File: src/rtl/tmds_encoder_nch.sv
// -----------------------------------------------------------------------------
// tmds_encoder_nch
//
// N-channel TMDS 8b/10b encoder for the pixel-clock domain. Each lane is an
// independent, identical encoder. All lanes share de_i and vgb_i, so every lane
// has the same timing and the lanes stay word-aligned.
//
// Pipeline
//   stage 1 (registered) : transition-minimised q_m[8:0], its ones/zeros
//                          counts, plus de, vgb and the per-lane ctrl bits
//   stage 2              : DC-balance / control-token / guard-band selection
//                          and the per-lane running disparity counter
//   output (optional)    : extra register when OutReg = 1
//   Latency is 2 cycles with OutReg = 1 and 1 cycle with OutReg = 0. It is the
//   same for video, control and guard-band words.
//
// Handshake: none. The block is a free-running stream and takes one word per
// lane every cycle without stalls.
//
// Parameters
//   NumChannels : number of TMDS lanes (>= 1)
//   HdmiMode    : 1 = honour vgb_i (video guard band), 0 = DVI, ignore vgb_i
//   OutReg      : 1 = add an output register stage
//
// Ports
//   clk_i   : pixel clock
//   rst_ni  : asynchronous active-low reset
//   de_i    : data enable (1 = video period)
//   data_i  : pixel bytes, lane k on data_i[8k+7:8k]
//   ctrl_i  : {C1,C0} per lane, lane k on ctrl_i[2k+1:2k]; lane 0 = {VS,HS}
//   vgb_i   : video guard-band request (HdmiMode = 1 and de_i = 0 only)
//   tmds_o  : encoded words, lane k on tmds_o[10k+9:10k], bit 0 sent first
// -----------------------------------------------------------------------------
module tmds_encoder_nch #(
    parameter int NumChannels = 3,
    parameter bit HdmiMode    = 1'b0,
    parameter bit OutReg      = 1'b1
) (
    input  logic                      clk_i,
    input  logic                      rst_ni,
    input  logic                      de_i,
    input  logic [8*NumChannels-1:0]  data_i,
    input  logic [2*NumChannels-1:0]  ctrl_i,
    input  logic                      vgb_i,
    output logic [10*NumChannels-1:0] tmds_o
);

    localparam logic [9:0] TokCtrl00 = 10'b1101010100;
    localparam logic [9:0] TokCtrl01 = 10'b0010101011;
    localparam logic [9:0] TokCtrl10 = 10'b0101010100;
    localparam logic [9:0] TokCtrl11 = 10'b1010101011;
    localparam logic [9:0] GbEven    = 10'b1011001100;
    localparam logic [9:0] GbOdd     = 10'b0100110011;

    typedef struct packed {
        logic signed [4:0] cnt;
        logic [9:0]        word;
    } enc_t;

    function automatic logic [3:0] popcount8(input logic [7:0] d);
        logic [3:0] acc;
        acc = 4'd0;
        for (int i = 0; i < 8; i++) begin
            acc = acc + {3'b000, d[i]};
        end
        return acc;
    endfunction

    // XNOR chaining is chosen for bytes that have many ones, which keeps the
    // number of transitions in q_m[7:0] low. q_m[8] records which chain was used.
    function automatic logic [8:0] transition_min(input logic [7:0] d);
        logic [3:0] n1;
        logic       use_xnor;
        logic [8:0] qm;
        n1       = popcount8(d);
        use_xnor = (n1 > 4'd4) || ((n1 == 4'd4) && !d[0]);
        qm       = 9'd0;
        qm[0]    = d[0];
        for (int i = 1; i < 8; i++) begin
            qm[i] = use_xnor ? ~(qm[i-1] ^ d[i]) : (qm[i-1] ^ d[i]);
        end
        qm[8] = ~use_xnor;
        return qm;
    endfunction

    function automatic logic [9:0] ctrl_token(input logic [1:0] c);
        logic [9:0] t;
        case (c)
            2'b00:   t = TokCtrl00;
            2'b01:   t = TokCtrl01;
            2'b10:   t = TokCtrl10;
            default: t = TokCtrl11;
        endcase
        return t;
    endfunction

    // Stage-2 word selection and the next value of the disparity counter.
    // Non-video words always leave the counter at zero.
    function automatic enc_t encode_stage2(
        input logic [8:0]        qm,
        input logic [3:0]        n1,
        input logic [3:0]        n0,
        input logic signed [4:0] cnt,
        input logic              de,
        input logic              gb,
        input logic [1:0]        ctrl,
        input logic              odd_lane
    );
        enc_t              r;
        logic signed [4:0] n1_s;
        logic signed [4:0] n0_s;
        logic signed [4:0] two_q8;
        logic signed [4:0] two_nq8;
        n1_s    = signed'({1'b0, n1});
        n0_s    = signed'({1'b0, n0});
        two_q8  = qm[8] ? 5'sd2 : 5'sd0;
        two_nq8 = qm[8] ? 5'sd0 : 5'sd2;
        r.cnt   = 5'sd0;
        r.word  = TokCtrl00;
        if (!de) begin
            r.word = gb ? (odd_lane ? GbOdd : GbEven) : ctrl_token(ctrl);
            r.cnt  = 5'sd0;
        end else if ((cnt == 5'sd0) || (n1 == n0)) begin
            r.word = {~qm[8], qm[8], (qm[8] ? qm[7:0] : ~qm[7:0])};
            r.cnt  = cnt + (qm[8] ? (n1_s - n0_s) : (n0_s - n1_s));
        end else if (((cnt > 5'sd0) && (n1 > n0)) || ((cnt < 5'sd0) && (n0 > n1))) begin
            r.word = {1'b1, qm[8], ~qm[7:0]};
            r.cnt  = cnt + two_q8 + (n0_s - n1_s);
        end else begin
            r.word = {1'b0, qm[8], qm[7:0]};
            r.cnt  = cnt - two_nq8 + (n1_s - n0_s);
        end
        return r;
    endfunction

    // ---------------------------------------------------------------- stage 1
    logic       de_d, de_q;
    logic       vgb_d, vgb_q;
    logic [8:0] qm_d   [NumChannels];
    logic [8:0] qm_q   [NumChannels];
    logic [3:0] n1_d   [NumChannels];
    logic [3:0] n1_q   [NumChannels];
    logic [3:0] n0_d   [NumChannels];
    logic [3:0] n0_q   [NumChannels];
    logic [1:0] ctrl_d [NumChannels];
    logic [1:0] ctrl_q [NumChannels];

    always_comb begin
        de_d  = de_i;
        vgb_d = vgb_i;
        for (int ch = 0; ch < NumChannels; ch++) begin
            qm_d[ch]   = transition_min(data_i[8*ch +: 8]);
            n1_d[ch]   = popcount8(qm_d[ch][7:0]);
            n0_d[ch]   = 4'd8 - n1_d[ch];
            ctrl_d[ch] = ctrl_i[2*ch +: 2];
        end
    end

    always_ff @(posedge clk_i or negedge rst_ni) begin
        if (!rst_ni) begin
            de_q  <= 1'b0;
            vgb_q <= 1'b0;
            for (int ch = 0; ch < NumChannels; ch++) begin
                qm_q[ch]   <= 9'd0;
                n1_q[ch]   <= 4'd0;
                n0_q[ch]   <= 4'd0;
                ctrl_q[ch] <= 2'b00;
            end
        end else begin
            de_q  <= de_d;
            vgb_q <= vgb_d;
            for (int ch = 0; ch < NumChannels; ch++) begin
                qm_q[ch]   <= qm_d[ch];
                n1_q[ch]   <= n1_d[ch];
                n0_q[ch]   <= n0_d[ch];
                ctrl_q[ch] <= ctrl_d[ch];
            end
        end
    end

    // ---------------------------------------------------------------- stage 2
    // de has priority over the guard-band request. In DVI mode it is never set.
    logic                     gb_active;
    logic signed [4:0]        cnt_d [NumChannels];
    logic signed [4:0]        cnt_q [NumChannels];
    enc_t                     enc   [NumChannels];
    logic [10*NumChannels-1:0] tmds_d;

    assign gb_active = HdmiMode && vgb_q && !de_q;

    always_comb begin
        tmds_d = '0;
        for (int ch = 0; ch < NumChannels; ch++) begin
            enc[ch] = encode_stage2(qm_q[ch], n1_q[ch], n0_q[ch], cnt_q[ch],
                                    de_q, gb_active, ctrl_q[ch], ch[0]);
            cnt_d[ch]            = enc[ch].cnt;
            tmds_d[10*ch +: 10]  = enc[ch].word;
        end
    end

    always_ff @(posedge clk_i or negedge rst_ni) begin
        if (!rst_ni) begin
            for (int ch = 0; ch < NumChannels; ch++) begin
                cnt_q[ch] <= 5'sd0;
            end
        end else begin
            for (int ch = 0; ch < NumChannels; ch++) begin
                cnt_q[ch] <= cnt_d[ch];
            end
        end
    end

    // ---------------------------------------------------------------- output
    // Without the output register, tmds_o follows the reset-cleared stage-1
    // state, so it still shows the 00 control token during reset.
    if (OutReg) begin : g_out_reg
        logic [10*NumChannels-1:0] tmds_q;
        always_ff @(posedge clk_i or negedge rst_ni) begin
            if (!rst_ni) begin
                tmds_q <= {NumChannels{TokCtrl00}};
            end else begin
                tmds_q <= tmds_d;
            end
        end
        assign tmds_o = tmds_q;
    end else begin : g_out_comb
        assign tmds_o = tmds_d;
    end

endmodule

File: config.mk
export PLATFORM = sky130hd
export DESIGN_NAME = tmds_encoder_nch
export DESIGN_NICKNAME = d
export VERILOG_FILES = /design/src/rtl/tmds_encoder_nch.sv
export SDC_FILE = /design/constraint.sdc
export NUM_CORES = 1
export LEC_CHECK = 0
export CAP_MARGIN = 10
export CORE_AREA = 5 5 178 180
export DETAILED_ROUTE_END_ITERATION = 6
export DIE_AREA = 0 0 183 185
export PLACE_DENSITY = 0.47
export SLEW_MARGIN = 20
export SYNTH_ARGS = -nofsm -noshare
export SYNTH_HDL_FRONTEND = slang
export SYNTH_SLANG_ARGS = --single-unit
File: constraint.sdc
create_clock -name clk_i -period 7.9 [get_ports clk_i]
set_clock_uncertainty 0.05 [all_clocks]
set_input_delay 1.185 -clock clk_i [delete_from_list [all_inputs] [get_ports clk_i]]
set_output_delay 1.185 -clock clk_i [all_outputs]
set_load 0.05 [all_outputs]
## After elaboration in Yosys (flattened, before gate mapping)

Cells that the tools add are included.
W data, S select, Z words.

| storage, ports and cells | value |
|---|---|
| input port bits | 34 |
| word-level logic and storage cells | 233 |
| register bits after elaboration | 103 |

| cells by class | value |
|---|---|
| add/subtract/negate cells | 66 |
| equal/unequal tests | 12 |
| $lt $le $gt $ge | 15 |
| bitwise operators | 51 |
| multiplexer cells | 45 |
| reduce and logical (&&, ||, !) cells | 27 |

Operators by type and width:

| cell | number |
|---|---|
| $mux W15 | 9 |
| $add A4 B1 Y4 | 24 |
| $pmux W10 S3 | 3 |
| $add A5 B5 Y5 | 9 |
| $sub A4 B4 Y5 | 6 |
| $not A1 Y1 | 27 |
| $add A3 B1 Y4 | 6 |
| $gt A4 B4 Y1 | 6 |
| $mux W8 | 3 |
| $not A8 Y8 | 3 |
| $mux W1 | 21 |
| $xor A1 B1 Y1 | 21 |
| $add A2 B1 Y3 | 6 |
| $add A5 B3 Y5 | 3 |
| $gt A5 B1 Y1 const B | 3 |
| $logic_not A5 Y1 | 3 |
| $lt A5 B1 Y1 const B | 3 |
| $mux W5 | 3 |
| $sub A5 B3 Y5 | 3 |
| $add A1 B1 Y2 | 6 |
| $eq A4 B3 Y1 const B | 3 |
| $eq A4 B4 Y1 | 3 |
| $gt A4 B3 Y1 const B | 3 |
| $mux W2 | 6 |
| 7 further kinds | 33 |

## Longest topological paths before layout

Gate-level depths: netlist of run 1.

| logic depth | value |
|---|---|
| depth after elaboration | 31 |
| depth in mapped cells | 22 |
| gate-level depth less buffers | 22 |

## Worst setup path before layout of run 1

Ideal clock, no wire load.

| timing path | value |
|---|---|
| path kind | input port to flip-flop |
| start | input port data_i[16] |
| end | register n0_q[2] (netlist name) |
| stages | 21 |
| arrival time | 6.826 ns |
| slack | 0.897 ns |
| path through | inv_1 > fa_1 > fa_1 > fa_1 > inv_1 > ha_1 > fa_1 > nor3b_1 > o21ai_0 > a21oi_1 > xnor2_1 > inv_1 > fa_1 > fa_1 > inv_1 > fa_1 > ha_1 > fa_1 > inv_1 > ha_1 > xnor2_1 |

RTL lines:

| element | line | RTL |
|---|---|---|
| start, declared | 42 | `input logic [8*NumChannels-1:0] data_i,` |
| end signal, assigned by index | 175 | `n0_q[ch] <= n0_d[ch];` |
| end, declared | 144 | `logic [3:0] n0_q [NumChannels];` |

==> impl_metrics.toml, run 1 <==
[status]
outcome = "complete, no violations"

[yosys]
synth.top_cell.area_share = 0.281
synthCells = 694
synth_seq_area_share = 0.335
synthTopCellsByArea = "dfrtp_1, ha_1, fa_1, inv_1, dfstp_2"
yosys_warnings = 0
yosys.area.top_type = "dfrtp_1"
ys_ff_latch = 97
synth.distinct_cells = 51
netlist_area_sq_mm = 0.00731
syn_nets = 854
synth_area_per_cell_sq_um = 10.5

[global_route]
first_global_vias = 5137
grt_start_max_net_pins = 52
grt-ovfl-total = 0
track_usage = 0.0963
antenna_found_initial = 1
grt_pass1_wl_mm = 26.2

[timing]
post-route-period-util = 0.937
period_minus_slack_ns = 7.40
rsz0062_at_grt = "no"
setup_tns_ns = 0
hold_viol = 0
slew-limit-headroom = 0.341
max_freq_ghz = 0.135
finalSetupViolations = 0
worst_slew_pin_slew_ns = 0.983
drv_slew = 0

[worst_hold_path]
holdCritPathClass = "reg2reg"

[drt]
route.vias.total = 4770
drc = 0
wl_per_cell_um = 13.2
wl_mm = 15.3
viasPerCell = 4.12
firstDrtPassIters = 4
antenna_left = 0
drt_iter0_drc = 110

[clock_network]
clkSlewWorstSetupHoldPaths_ns = 0.07
ctsHoldBuffers = 0
cts_tree = "done"
cts_root_buf = "clkbuf_16"
cts_max_level = 3
cts_inserted_buffers = 9
clockBufferDepth = 2
post_cts_buffers = 0
cts.sinks = 97
clk_latency_ns = 0.35
ctsResizeCount = 0

[finish]
most-common-layout-cells = "inv_1, ha_1, dfrtp_1"
area_growth_pct = 18.4
mostFrequentLayoutCell = "inv_1"
nFillCells = 3132
layout-drive-gt1-share = 0.0788
diodes = 0
fin_nets = 916

[place]
hpwl_mm = 12.2
io_buffers = 62
place_congestion = 0.782

[setup_path]
cp.required_ns = 8.08
critPathCaptureType = "register"
crit_arrival_ns = 7.58
crit_fanout = 4
setup.worst_path.class = "in2reg"
startpoint_type = "input port"

[floorplan]
die_x_um = 183
row_count = 64
die_y_um = 185
fp.dieArea_sq_mm = 0.0339
ios = 64
initial_core_util = 0.244
core_region_area_sq_mm = 0.0300

[run]
drv_cap = 0
-- worst max-delay path: stages --
cell and delay (ns):
clkdlybuf4s50_1 0.53, inv_1 0.12, fa_1 0.56, fa_1 0.43, fa_1 0.50, inv_1 0.05, ha_1 0.20, fa_1 0.43
nor3b_1 0.27, o21ai_0 0.12, a21oi_1 0.30, xor2_1 0.22, inv_1 0.07, fa_1 0.46, fa_1 0.52, inv_1 0.05
fa_1 0.44, ha_1 0.22, fa_1 0.38, xor2_1 0.27, nor3_1 0.10, xor2_1 0.15
-- Yosys cell counts (all sizes together) --
cell and count:
mux2i 4, o21ai 25, fa 42, or3b 2, or3 5, nand2 18
a21o 7, xnor2 51, o221a 1, o21a 21, dfstp 15, mux2 2
dfrtp 82, a311oi 5, xnor3 2, or2 2, o211ai 3, a221oi 1
a21oi 48, a2111oi 4, inv 131, nor2 13, nand3b 1, clkbuf 5
buf 11, nor3 28, nand3 14, o211a 4, or4 3, xor2 24
nor2b 4, and2 3, a211o 2, a211oi 2, o31ai 16, nor3b 3
o22ai 1, ha 84, and3 5
-- final timing paths --
path                                  from         to  slack, ns  cells past startpoint
worst max-delay path            data_i[16]    n0_q[3]       0.50                     22
worst min-delay path              cnt_q[5]   cnt_q[5]       0.44                      1
worst max register to register     n1_q[9]  cnt_q[14]       4.63                     12
worst min register to register    cnt_q[5]   cnt_q[5]       0.44                      1
max in group asynchronous           rst_ni   qm_q[16]       5.91                      2
min in group asynchronous           rst_ni  tmds_o[7]       0.82                      1
-- final cells by class --
type / count / area, sq um / share of cell area
Timing Repair Buffer: 67 / 656 / 0.0758
Inverter: 131 / 492 / 0.0568
Clock buffer: 10 / 239 / 0.0276
Multi-Input combinational cell: 450 / 4270 / 0.493
Sequential cell: 97 / 2450 / 0.283
Clock inverter: 6 / 57.6 / 0.00665
Tap cell: 396 / 495 / 0.0573
-- flip-flops by register name (all words and copies together), names as in the netlist --
signal and flops:
tmds_o 30, ctrl_q 6, qm_q 27, n1_q 9
de_q 1, cnt_q 15, n0_q 9
-- stage by stage --
stage	worst slack (ns)	area, sq um	std cells	hold WS, ns	util
final	0.499	8650	1157	0.437	0.288
after global routing	0.137	8650	1157	0.468	0.288
after CTS	0.467	8650	1157	0.440	0.288
after detailed placement	0.0941	8360	1141	0.420	0.278
after global placement	0.155	8360	1141	0.417	0.278
after floorplan	0.897	7310	694	0.395	-
-- cell families after synthesis --
logic type | after synthesis | synth area share
buf+inv | 147 | 0.0816
compound gates | 140 | 0.135
fa+ha+maj | 126 | 0.259
simple gates | 101 | 0.0782
flops | 97 | 0.335
xor+xnor | 77 | 0.103
mux | 6 | 0.00856
-- routing by layer --
metal  global-route usage  vias to the layer above  part of all wire
met3               0.0261                       14             0.039
met1                0.128                     2291              0.48
li1                     -                     2412                 -
met2                0.158                       51              0.47
met4               0.0203                        2             0.011
met5                    0                        -            0.0013
Power of run 1 is not shown: default switching activity piles up to over one toggle a cycle in this logic, so the estimate is an artifact.
==> run 2, diff against run 1 <==
PLACE_DENSITY = 0.45   (was 0.47)
SKIP_LAST_GASP = 1   (was not set)
==> run 2 against run 1 <==
Critical endpoint is now n0_q[2]. Highest routed layer unchanged. Clock-buffer cell count did not move. Sequential cell count did not move. Critical path depth did not move. Worst setup slack improved by 0.064 ns. Largest cell class unchanged. Final cell count rose by 0.17%.
==> impl_metrics.toml, run 2 (synthesized netlist as in run 1, its figures left out) <==
[status]
outcome = "complete, no violations"

[clock_network]
cts_max_level = 3
ctsResizeCount = 0
ctsHoldBuffers = 0
clk_latency_ns = 0.36
cts_inserted_buffers = 9
cts.sinks = 97
post_cts_buffers = 0
cts_root_buf = "clkbuf_16"
clkSlewWorstSetupHoldPaths_ns = 0.08
clockBufferDepth = 2
cts_tree = "done"

[run]
drv_cap = 0

[place]
placed_area_sq_mm = 0.00837
hpwl_mm = 12.3
io_buffers = 62
dp_cells = 1143
place_congestion = 0.796

[finish]
most-common-layout-cells = "inv_1, ha_1, dfrtp_1"
instances_no_fill = 1159
mostFrequentLayoutCell = "inv_1"
largest_register_ffs = 30
fin_nets = 918
layout-drive-gt1-share = 0.0813
fin_area_sq_mm = 0.00872
diodes = 0
utilization = 0.291
area_growth_pct = 19.3

[floorplan]
core_region_area_sq_mm = 0.0300
row_count = 64
initial_core_util = 0.244
die_x_um = 183
ios = 64
die_y_um = 185
fp.dieArea_sq_mm = 0.0339

[drt]
antenna_left = 0
viasPerCell = 4.13
drt_iter0_drc = 176
firstDrtPassIters = 4
route.vias.total = 4791
drc = 0
wl_mm = 15.2
wl_per_cell_um = 13.1

[setup_path]
reg2reg_slack_ns = 4.58
critPathCaptureType = "register"
startpoint_type = "input port"
crit_fanout = 3
crit_arrival_ns = 7.56
setup.worst_path.class = "in2reg"
cp.required_ns = 8.13

[timing]
rsz0062_at_grt = "no"
finalSetupViolations = 0
slew-limit-headroom = 0.326
hold_viol = 0
worst_slew_pin_slew_ns = 1.01
post-route-period-util = 0.929
max_freq_ghz = 0.136
setup_tns_ns = 0
period_minus_slack_ns = 7.34
drv_slew = 0

[worst_hold_path]
holdCritPathClass = "reg2reg"

[global_route]
first_global_vias = 5124
grt-ovfl-total = 0
grt_start_max_net_pins = 72
grt_pass1_wl_mm = 26.1
track_usage = 0.0959
antenna_found_initial = 2
==> run 2: cell count changes in the layout (fill, tap and decap cells not counted) <==
cell and change:
inv_8 -2, clkinv_4 -1, inv_6 -1, bufinv_16 +3
clkinv_2 +1, buf_4 +2
==> run 2: critical path: stages <==
cell	delay [ns]
clkdlybuf4s50_1	0.49
inv_1	0.10
fa_1	0.56
fa_1	0.43
fa_1	0.50
inv_1	0.05
ha_1	0.20
fa_1	0.44
nor3b_1	0.26
o21ai_0	0.11
a21oi_1	0.32
xnor2_1	0.19
inv_1	0.08
fa_1	0.48
fa_1	0.51
inv_1	0.05
fa_1	0.43
ha_1	0.22
fa_1	0.53
inv_1	0.05
ha_1	0.20
xnor2_1	0.18
==> run 2: final timing paths <==
| kind | from | end | depth (start not counted) |
|---|---|---|---|
| max | data_i[16] | n0_q[2] | 22 |
| min | cnt_q[10] | cnt_q[10] | 1 |
| max reg2reg | n1_q[9] | cnt_q[14] | 12 |
| min reg2reg | cnt_q[10] | cnt_q[10] | 1 |
| max in group asynchronous | rst_ni | tmds_o[13] | 2 |
| min in group asynchronous | rst_ni | cnt_q[12] | 1 |
==> run 2: area by class of cell <==
class                           instances  area, sq um
Fill cell                            3157        21300
Multi-Input combinational cell        450         4270
Sequential cell                        97         2450
Timing Repair Buffer                   69          671
Tap cell                              396          495
Inverter                              131          492
Clock buffer                           10          239
Clock inverter                          6          113
==> run 2: stage by stage <==
step / hold WS, ns / setup slack, ns
after global placement: 0.426 / 0.231
after floorplan: 0.395 / 0.897
final: 0.446 / 0.564
after CTS: 0.446 / 0.490
after global routing: 0.470 / 0.126
after detailed placement: 0.423 / 0.136
==> run 2: layer usage <==
metal | global-route usage | share of wire
met3 | 0.0222 | 0.036
met5 | 0 | 0.0022
met2 | 0.152 | 0.46
met1 | 0.129 | 0.48
met4 | 0.0352 | 0.020
Power of run 2 is left out for the same reason.
